File: src/rtl/bram_pattern_scheduler.sv
// Command-driven playback sequencer: replays queued BRAM segments onto a 32-bit AXI stream,
// optionally aligning each play to the orbit marker, with full TREADY backpressure.
module bram_pattern_scheduler #(
  parameter int MEM_DEPTH  = 2048,
  parameter int FIFO_DEPTH = 8
) (
  input  logic        clk,
  input  logic        rst,
  input  logic        enable,
  input  logic        cmd_valid,
  output logic        cmd_ready,
  input  logic [15:0] cmd_start,
  input  logic [15:0] cmd_length,
  input  logic [7:0]  cmd_repeat,
  input  logic        cmd_wait_orbit,
  input  logic        fc_orbitSync,
  output logic        bram_CLK,
  output logic        bram_EN,
  output logic [31:0] bram_ADDR,
  input  logic [31:0] bram_DOUT,
  output logic [31:0] data_stream_TDATA,
  output logic        data_stream_TVALID,
  input  logic        data_stream_TREADY,
  output logic        busy,
  output logic        segment_done,
  output logic        underrun
);
  localparam int AW = $clog2(MEM_DEPTH);
  localparam int FW = $clog2(FIFO_DEPTH);
  localparam logic [FW:0]   PTR_ONE  = 1;
  localparam logic [AW-1:0] ADDR_ONE = 1;

  typedef struct packed {
    logic [AW-1:0] start;
    logic [15:0]   length;
    logic [7:0]    repeats;
    logic          waitOrbit;
  } cmd_t;

  typedef enum logic [1:0] {IDLE, ARM, PLAY, NEXT} state_t;

  cmd_t          fifoMem_q [FIFO_DEPTH];
  logic [FW:0]   wrPtr_q, rdPtr_q;
  logic          fifoEmpty, fifoFull, push, pop;
  cmd_t          head;

  state_t        state_q, state_d;
  logic [AW-1:0] wordAddr_q, wordAddr_d, startAddr_q, startAddr_d, lastAddr_q;
  logic [15:0]   len_q, len_d, remLen_q, remLen_d;
  logic [7:0]    repLeft_q, repLeft_d;
  logic          waitOrbit_q, waitOrbit_d;
  logic          issue, loadCmd, credit;

  logic [31:0]   skidMem_q [2];
  logic          skidWr_q, skidRd_q, inFlight_q, popOut;
  logic [1:0]    skidCnt_q;

  logic          unusedStartHi;
  assign unusedStartHi = ^cmd_start[15:AW];

  assign fifoEmpty = (wrPtr_q == rdPtr_q);
  assign fifoFull  = (wrPtr_q[FW] != rdPtr_q[FW]) && (wrPtr_q[FW-1:0] == rdPtr_q[FW-1:0]);
  assign push      = cmd_valid && !fifoFull;
  assign cmd_ready = !fifoFull;
  assign head      = fifoMem_q[rdPtr_q[FW-1:0]];

  always_ff @(posedge clk) begin
    if (push) begin
      fifoMem_q[wrPtr_q[FW-1:0]] <= '{start: cmd_start[AW-1:0], length: cmd_length,
                                      repeats: cmd_repeat, waitOrbit: cmd_wait_orbit};
    end
  end

  always_ff @(posedge clk) begin
    if (rst) begin
      wrPtr_q <= '0;
      rdPtr_q <= '0;
    end else begin
      if (push) wrPtr_q <= wrPtr_q + PTR_ONE;
      if (pop)  rdPtr_q <= rdPtr_q + PTR_ONE;
    end
  end

  // A read may issue only if the word it returns is guaranteed a skid slot, crediting
  // the word leaving the buffer this cycle so back-to-back reads sustain full rate.
  assign data_stream_TVALID = (skidCnt_q != 2'd0);
  assign data_stream_TDATA  = skidMem_q[skidRd_q];
  assign popOut             = data_stream_TVALID && data_stream_TREADY;
  assign credit = ({1'b0, skidCnt_q} + {2'b00, inFlight_q}) < (3'd2 + {2'b00, popOut});

  always_comb begin
    state_d      = state_q;
    wordAddr_d   = wordAddr_q;
    startAddr_d  = startAddr_q;
    len_d        = len_q;
    remLen_d     = remLen_q;
    repLeft_d    = repLeft_q;
    waitOrbit_d  = waitOrbit_q;
    issue        = 1'b0;
    loadCmd      = 1'b0;
    pop          = 1'b0;
    segment_done = 1'b0;
    underrun     = 1'b0;
    case (state_q)
      IDLE: if (!fifoEmpty && enable) loadCmd = 1'b1;
      ARM:  if (enable && (!waitOrbit_q || fc_orbitSync)) state_d = PLAY;
      PLAY: begin
        if (enable && credit) begin
          issue      = 1'b1;
          wordAddr_d = wordAddr_q + ADDR_ONE;
          remLen_d   = remLen_q - 16'd1;
          if (remLen_q == 16'd1) begin
            if (repLeft_q != 8'd0) begin
              repLeft_d  = repLeft_q - 8'd1;
              wordAddr_d = startAddr_q;
              remLen_d   = len_q;
              state_d    = waitOrbit_q ? ARM : PLAY;
            end else begin
              segment_done = 1'b1;
              state_d      = NEXT;
            end
          end
        end
      end
      NEXT: begin
        if (fifoEmpty) begin
          underrun = 1'b1;
          state_d  = IDLE;
        end else if (enable) begin
          loadCmd = 1'b1;
        end else begin
          state_d = IDLE;
        end
      end
      default: state_d = IDLE;
    endcase
    // Zero-length commands retire immediately and fall through to the next queued one.
    if (loadCmd) begin
      pop         = 1'b1;
      startAddr_d = head.start;
      wordAddr_d  = head.start;
      len_d       = head.length;
      remLen_d    = head.length;
      repLeft_d   = head.repeats;
      waitOrbit_d = head.waitOrbit;
      if (head.length == 16'd0) begin
        segment_done = 1'b1;
        state_d      = NEXT;
      end else begin
        state_d = ARM;
      end
    end
  end

  always_ff @(posedge clk) begin
    if (rst) begin
      state_q     <= IDLE;
      wordAddr_q  <= '0;
      startAddr_q <= '0;
      lastAddr_q  <= '0;
      len_q       <= '0;
      remLen_q    <= '0;
      repLeft_q   <= '0;
      waitOrbit_q <= 1'b0;
    end else begin
      state_q     <= state_d;
      wordAddr_q  <= wordAddr_d;
      startAddr_q <= startAddr_d;
      len_q       <= len_d;
      remLen_q    <= remLen_d;
      repLeft_q   <= repLeft_d;
      waitOrbit_q <= waitOrbit_d;
      if (issue) lastAddr_q <= wordAddr_q;
    end
  end

  always_ff @(posedge clk) begin
    if (rst) begin
      skidMem_q[0] <= '0;
      skidMem_q[1] <= '0;
      skidWr_q     <= 1'b0;
      skidRd_q     <= 1'b0;
      skidCnt_q    <= '0;
      inFlight_q   <= 1'b0;
    end else begin
      if (inFlight_q) begin
        skidMem_q[skidWr_q] <= bram_DOUT;
        skidWr_q            <= ~skidWr_q;
      end
      if (popOut) skidRd_q <= ~skidRd_q;
      skidCnt_q  <= skidCnt_q + {1'b0, inFlight_q} - {1'b0, popOut};
      inFlight_q <= issue;
    end
  end

  assign bram_CLK  = clk;
  assign bram_EN   = issue;
  assign bram_ADDR = {{(30-AW){1'b0}}, (issue ? wordAddr_q : lastAddr_q), 2'b00};
  assign busy      = (state_q != IDLE) || (skidCnt_q != 2'd0) || inFlight_q;

endmodule

File: config.mk
export PLATFORM = sky130hd
export DESIGN_NAME = bram_pattern_scheduler
export DESIGN_NICKNAME = d
export VERILOG_FILES = /design/src/rtl/bram_pattern_scheduler.sv
export SDC_FILE = /design/constraint.sdc
export NUM_CORES = 1
export LEC_CHECK = 0
export CORE_MARGIN = 2
export CORE_UTILIZATION = 62
export DETAILED_ROUTE_END_ITERATION = 12
export PLACE_DENSITY_LB_ADDON = 0.2
export RECOVER_POWER = 100
export SLEW_MARGIN = 40
export SYNTH_ARGS = -nofsm -noshare
export SYNTH_HDL_FRONTEND = slang
export SYNTH_SLANG_ARGS = --single-unit
File: constraint.sdc
create_clock -name clk -period 6.5 [get_ports clk]
set_input_delay 1.3 -clock clk [delete_from_list [all_inputs] [get_ports clk]]
set_output_delay 1.3 -clock clk [all_outputs]
set_load 0.05 [all_outputs]
# == Word-level counts from Yosys, hierarchy flattened ==
# Memory sizes are Yosys's and may differ from the RTL's. A register that Yosys moved wholly into a read port is not among the register bits.
# Index checks and enable logic that the tools add are counted.
# word_totals
out_inout_bits,71
register_bits,89
n_memories,2
mem_bits_rw,352
# mem_list
name,words,width,rd,rd_clocked_by_memory_dff,write_ports,line,rtl
fifoMem_q,8,36,1,1,1,42,cmd_t fifoMem_q [FIFO_DEPTH];
skidMem_q,2,32,1,1,2,54,logic [31:0] skidMem_q [2];
# classes
n_eq_ne,11
reduce_logical,26
n_mux,55
n_bitwise,2
magnitude_cmp,1
addsub,9
# op_table
op,count
16-bit two-way mux,5
11-bit two-way mux,6
8-bit two-way mux,5
32-bit two-way mux,1
32-bit OR reduction,1
1-bit two-way mux,25
2-bit two-way mux,9
"16-bit by 1-bit equality test with 1-bit output, second input constant",1
16-bit zero test,1
"16-bit by 1-bit subtractor with 16-bit output, second input constant",1
2-bit nonzero test,6
"11-bit by 1-bit adder with 11-bit output, second input constant",1
"3-bit != test, second input constant",3
"4-bit by 1-bit adder with 4-bit output, second input constant",2
8-bit nonzero test,1
"8-bit by 1-bit subtractor with 8-bit output, second input constant",1
1-bit logical AND,6
3-bit two-way mux,2
2-bit one-hot mux with 3 select lines,1
5-bit AND reduction,1
"2-bit equality test, second input constant",2
4-bit equality test,1
"4-bit != test, second input constant",1
4-bit AND reduction,1
15 further kinds,20

# == Longest topological paths before layout ==
# depth
word_depth,9
mapped_depth,11
ltp_nobuf,8

==> metrics.yaml <==
synthesis:
  synth_xor_area_share_pct: 1.10
  muxShareOfSynthArea_pct: 12.2
  synthAdderAreaFrac_pct: 1.02
  yosys-top-cells-area: "edfxtp_1, dfxtp_1, mux4_2"
  ys_ff_latch: 445
  yosys_warnings: 0
  yosys_most_used_dff: "edfxtp_1"
  synth_cells: 1203
  synth_largest_area_cell: "edfxtp_1"
  synthSimpleGateAreaFrac_pct: 8.52
  netlist.area_leader.share_pct: 57.6
  ys_seq_area_share_pct: 67.7
  syn_area_per_cell_sq_um: 15.3
  synth_compound_area_share_pct: 6.28
  synthArstFlopShare_pct: 0
  synth_enable_flop_cells: 352
  synth_cell_types: 66
  syn-cell-area_sq_um: 18400
  synth_top_family_by_area: "multiplexers"
timing:
  timing.final.ws_setup_ns: 0.955
  finalHoldViolations: 0
  fin_tns_setup_ns: 0
  slew_viol_final: 428
  finClkSkew_ns: 0.0166
  tightest_slew_ns: 3.58
  slew_headroom_pct: -138
  finalSetupViolCount: 0
  rsz0062_at_grt: "false"
final_layout:
  final_nets: 1417
  syn2layout_area_growth_pct: 16.4
  final_cell_mix: "edfxtp_1, dfxtp_1, dlygate4sd3_1"
  diodes: 0
  drive_above_1_share_pct: 15.5
  n_fill_cell: 1814
  final_common_cell: "edfxtp_1"
  stdcell_count: 1743
clock_network:
  holdBufCountCts: 0
  clk_pin_slew_ns: 0.06
  cts_tree: "built"
  post-cts-setup-buffers: 0
  ctsResizeCount: 0
  clock_latency_ns: 0.65
floorplanning:
  core_sq_um: 28900
  ios: 150
  die_x_microns: 176
  die_h_microns: 176
  fp-row-count: 62
  die_area_sq_um: 31000
  start_util_pct: 63.4
setup_path:
  regToRegSetupSlack_ns: 2.03
  worstRegToRegCells: 6
  critPathLaunchType: "clock port"
  cp_data_required_time_ns: 5.20
  path_buf_inv: 3
  max_stage_delay_ns: 0.75
  path_common_cell: "clkbuf_16"
  arrival_ns: 4.25
  worstSetupEndpointType: "primary output"
  cp_top_family: "buffers and inverters"
  r2r_end: "fifoMem_q[0][10]"
  crit_type: "clk2out"
  cp_max_fo: 2
  crit_slowest_cell: "dlygate4sd3_1"
  worstReg2RegStart: "wrPtr_q[2]"
  path_cells: "clkbuf_16 > clkbuf_16 > dlygate4sd3_1"
pwr:
  ir_drop_v: 0.000254
  powerDensity_nw_per_um2: 391
  leakage_nw: 7.27
  power_mw: 8.35
detailed_routing:
  vias_per_cell: 6.02
  top_layer: "met5"
  drtIter0Drc: 1052
  antenna_left: 0
  routed-via-count: 10494
  route.met3.wl_microns: 2660
  wl_met1_microns: 15700
  wl_per_cell_microns: 21.6
  wl_met2_microns: 18300
  firstDrtPassIters: 5
  drc_errors: 0
  wl_microns: 37700
placed_design:
  dpl.hpwl_microns: 21700
  dp.cells: 1657
  port_buffers: 123
  place.gp.congestion: 0.842
  place_ws_ns: 1.28
global_routing:
  grt.overflow.total: 0
  grt_usage_pct: 24.6
  grt_pass1_vias: 10535
  grt_start_max_net_pins: 73
  grt_pass1_wl_microns: 58400
  antenna_found_initial: 1
run:
  max-cap-violations: 11
worst_hold_path:
  hold_path.class: "reg2reg"
  holdPathStages: 2
  hp-start: "len_q[6]"
  min_to: "len_q[6]"
run_status:
  violations: "max-capacitance violations, max-slew violations"
  status: "finished with violations"
-- area by class of cell --
cell class / instances / area (sq um) / share of cell area (%)
clock inverters: 28 / 334 / 1.56
repair buffers: 147 / 1310 / 6.13
multi-input cells: 660 / 5460 / 25.6
well taps: 384 / 480 / 2.25
flip-flops and latches: 445 / 12400 / 58.2
clock buffers: 58 / 1250 / 5.87
inverters: 21 / 78.8 / 0.369
-- where the power goes --
part           total (mW)  internal (mW)  switching, mW  leakage, nW
clock                2.73           1.68           1.05        0.779
combinational        2.06          0.794           1.26         2.45
sequential           3.56           3.33          0.226         4.04
-- cell usage after synthesis (17+ instances only) --
library cell / n
edfxtp_1: 352
nand2_1: 58
inv_1: 21
buf_4: 23
nor2_1: 75
mux2_2: 33
a21oi_1: 60
dfxtp_1: 93
mux2i_1: 24
clkbuf_1: 41
buf_1: 17
and2_1: 70
mux4_2: 72
-- sequential cells by signal, indices dropped and copies added (netlist names), 4 cells and up, named ones only --
| name | flops |
|---|---|
| remLen_q | 16 |
| repLeft_q | 8 |
| wordAddr_q | 11 |
| rdPtr_q | 4 |
| fifoMem_q | 288 |
| skidMem_q | 64 |
| lastAddr_q | 11 |
| wrPtr_q | 4 |
| len_q | 16 |
| startAddr_q | 11 |
-- per-layer routing --
layer	vias up	GRT usage (%)
met1	5217	34.0
met4	2	7.92
met2	416	40.5
met3	62	4.13
li1	4797	-
met5	-	0
-- cell families (layout without fill, tap and decap cells) --
family / after synthesis / count (layout)
flip-flops: 445 / 445
AND/OR/NAND/NOR: 298 / 298
AO/OA/AOI/OAI: 174 / 174
multiplexers: 129 / 129
buffers and inverters: 118 / 254
XOR/XNOR: 23 / 23
adder cells (fa/ha/maj): 15 / 15
other: 1 / 21
-- worst max-delay path by stage --
stage | endpoint | slack (ns) | from | cells past startpoint
2_1_floorplan | segment_done | 1.70 | data_stream_TREADY | 8
3_3_place_gp | bram_CLK | 1.28 | clk | 1
3_5_place_dp | bram_CLK | 1.28 | clk | 1
4_1_cts | bram_CLK | 1.01 | clk | 3
5_1_grt | skidMem_q[1][22] | 0.83 | rst | 6
6_report | bram_CLK | 0.95 | clk | 3
-- worst register-to-register path, delay by kind of cell (launching register included) --
| kind | cells | cell delay (ns) |
|---|---|---|
| XOR/XNOR | 1 | 0.14 |
| buffers and inverters | 1 | 1.78 |
| flip-flops | 1 | 0.48 |
| AND/OR/NAND/NOR | 4 | 1.60 |
-- per-stage QoR --
| step | hold WS (ns) | util, % | instance area, sq um |
|---|---|---|---|
| 3_5_place_dp | 0.455 | 69.2 | 20000 |
| 2_1_floorplan | 0.434 | - | 18400 |
| 3_3_place_gp | 0.443 | 69.2 | 20000 |
| 4_1_cts | 0.464 | 74.7 | 21600 |
| 6_report | 0.460 | 73.8 | 21400 |
| 5_1_grt | 0.484 | 73.8 | 21400 |
Power figures use the tool's default switching activity.
==> edit: new RTL, config.mk and constraints unchanged <==
The parameter `FIFO_DEPTH` goes from 8 to 4.
--- a/src/rtl/bram_pattern_scheduler.sv
+++ b/src/rtl/bram_pattern_scheduler.sv
@@ -3,5 +3,5 @@
 module bram_pattern_scheduler #(
   parameter int MEM_DEPTH  = 2048,
-  parameter int FIFO_DEPTH = 8
+  parameter int FIFO_DEPTH = 4
 ) (
   input  logic        clk,
Formal check against the unedited RTL: not equivalent (Yosys sat finds a counterexample within 10 cycles, from zero or initial values and one cycle with rst high).
==> edit against the original RTL <==
The flow still finishes with violations (max-capacitance violations, max-slew violations); total power down 27%; critical endpoint unchanged; setup slack gained 0.00083 ns; area after synthesis decreased by 31%; die area fell by 30%; hold slack worse by 0.0069 ns; final area decreased by 29%; sequential cell count decreased by 147; first-iteration DRC count down 17%; critical path depth unchanged; wire length decreased by 27%; global-route usage is 0.99 points higher; count of clock-buffer cells in the layout decreased by 18.
==> edit: results (changes against the original RTL) <==
Logic synthesis
  • Commonest cells post-synth: 208 x edfxtp_1, 129 x nand2_1, 90 x dfxtp_1
  • Synth top area cells: edfxtp_1 49%, dfxtp_1 14%, mux4_2 6.4%
  • Adder-cell share of the synthesized area: 0.0177 (+0.00752)
  • Multiplexer share of the synthesized area: 0.0939 (-0.0277)
  • Xor/xnor share of the synthesized area: 0.0152 (+0.00421)
  • Synth cell types: 57 (-14%)
  • Post-synth EDFFs: 208 (-41%)
  • Mapped Avg Cell Area: 13.0 sq um (-15%)

Setup path
  • Worst EP arrival: 4.24 ns (about the same)
  • R2r setup slk: 2.54 ns (+0.51 ns)
  • R2R Path Start: state_q[0]$_SDFFE_PP0P_
  • Reg-to-Reg End: wordAddr_q[10]$_SDFFE_PP0P_
  • Worst R2R Path Depth: 7 (+1)

Finish
  • Max FFs per register: 144 (-50%)
  • Fillcell total: 1268 (-30%)
  • Share of layout cells above drive strength 1: 0.132 (-0.0229)
  • Final nets: 1191 (-16%)

Status
  • Failing checks: max-capacitance violations, max-slew violations
  • Status: finished, violations left

Drt
  • Initial DRC Count: 873 (-17%)
  • Final WL: 27.7 mm (-27%)
  • Met1 wire length: 11.7 mm (-25%)
  • Routed met2 length: 13.6 mm (-26%)
  • Metal3 WL: 1.65 mm (-38%)
  • Via count: 8164 (-22%)
  • Uppermost routed layer: met4

GRT
  • Met3 Use GR: 0.0317 (-0.00967)
  • GR Layer Usage met2: 0.426 (+0.0209)
  • Met1 Usage GRT: 0.359 (+0.0195)
  • GRT Overall Usage: 0.256 (+0.00992)

Placement
  • Placed insts: 1330 (-20%)
  • Post-DP HPWL: 16.4 mm (-24%)
  • Gp weighted congestion: 0.839 (-0.44%)
  • Dpl cell area: 14100 sq um (-30%)

Run
  • Max Cap Violations: 9 (-2)

CTS
  • Insertion delay to the later sink of the worst-skew pair: 0.67 ns (+0.02 ns)

STA
  • Slew Limit Fails: 378 (-12%)
  • Hold slack: 0.453 ns (-0.00694 ns)
  • Final clock skew: 0.0131 ns (-0.00351 ns)

Power and ir drop
  • P_leak: 5.44 nW (-25%)

Worst hold path
  • Hold Path Origin: len_q[2]$_SDFFE_PP0P_
  • WHS Endpoint: len_q[2]$_SDFFE_PP0P_
[edit: final cells by class]
| type | instances | area [sq um] | share of cell area |
|---|---|---|---|
| antenna | 1 | 2.50 | 0.000165 |
| clock buffer | 40 | 898 | 0.0593 |
| clock inverter | 18 | 208 | 0.0137 |
| inverter | 17 | 63.8 | 0.00421 |
| multi-input combinational | 606 | 4280 | 0.283 |
| sequential | 298 | 8050 | 0.532 |
| tap | 270 | 338 | 0.0223 |
| timing repair buffer | 138 | 1290 | 0.0855 |
[edit: worst max-delay path, delay by kind of cell]
family   cells  cell delay [ns]
buf+inv      3             1.00
[edit: power by group through the flow]
stage                     Clock (mW)  Sequential (mW)  Combinational (mW)
after global placement        0.0355             2.40                1.77
after global routing            1.97             2.41                1.93
after detailed placement      0.0355             2.42                1.80
after CTS                       1.90             2.38                1.83
after floorplan               0.0332             2.35                1.36
final                           1.88             2.39                1.80
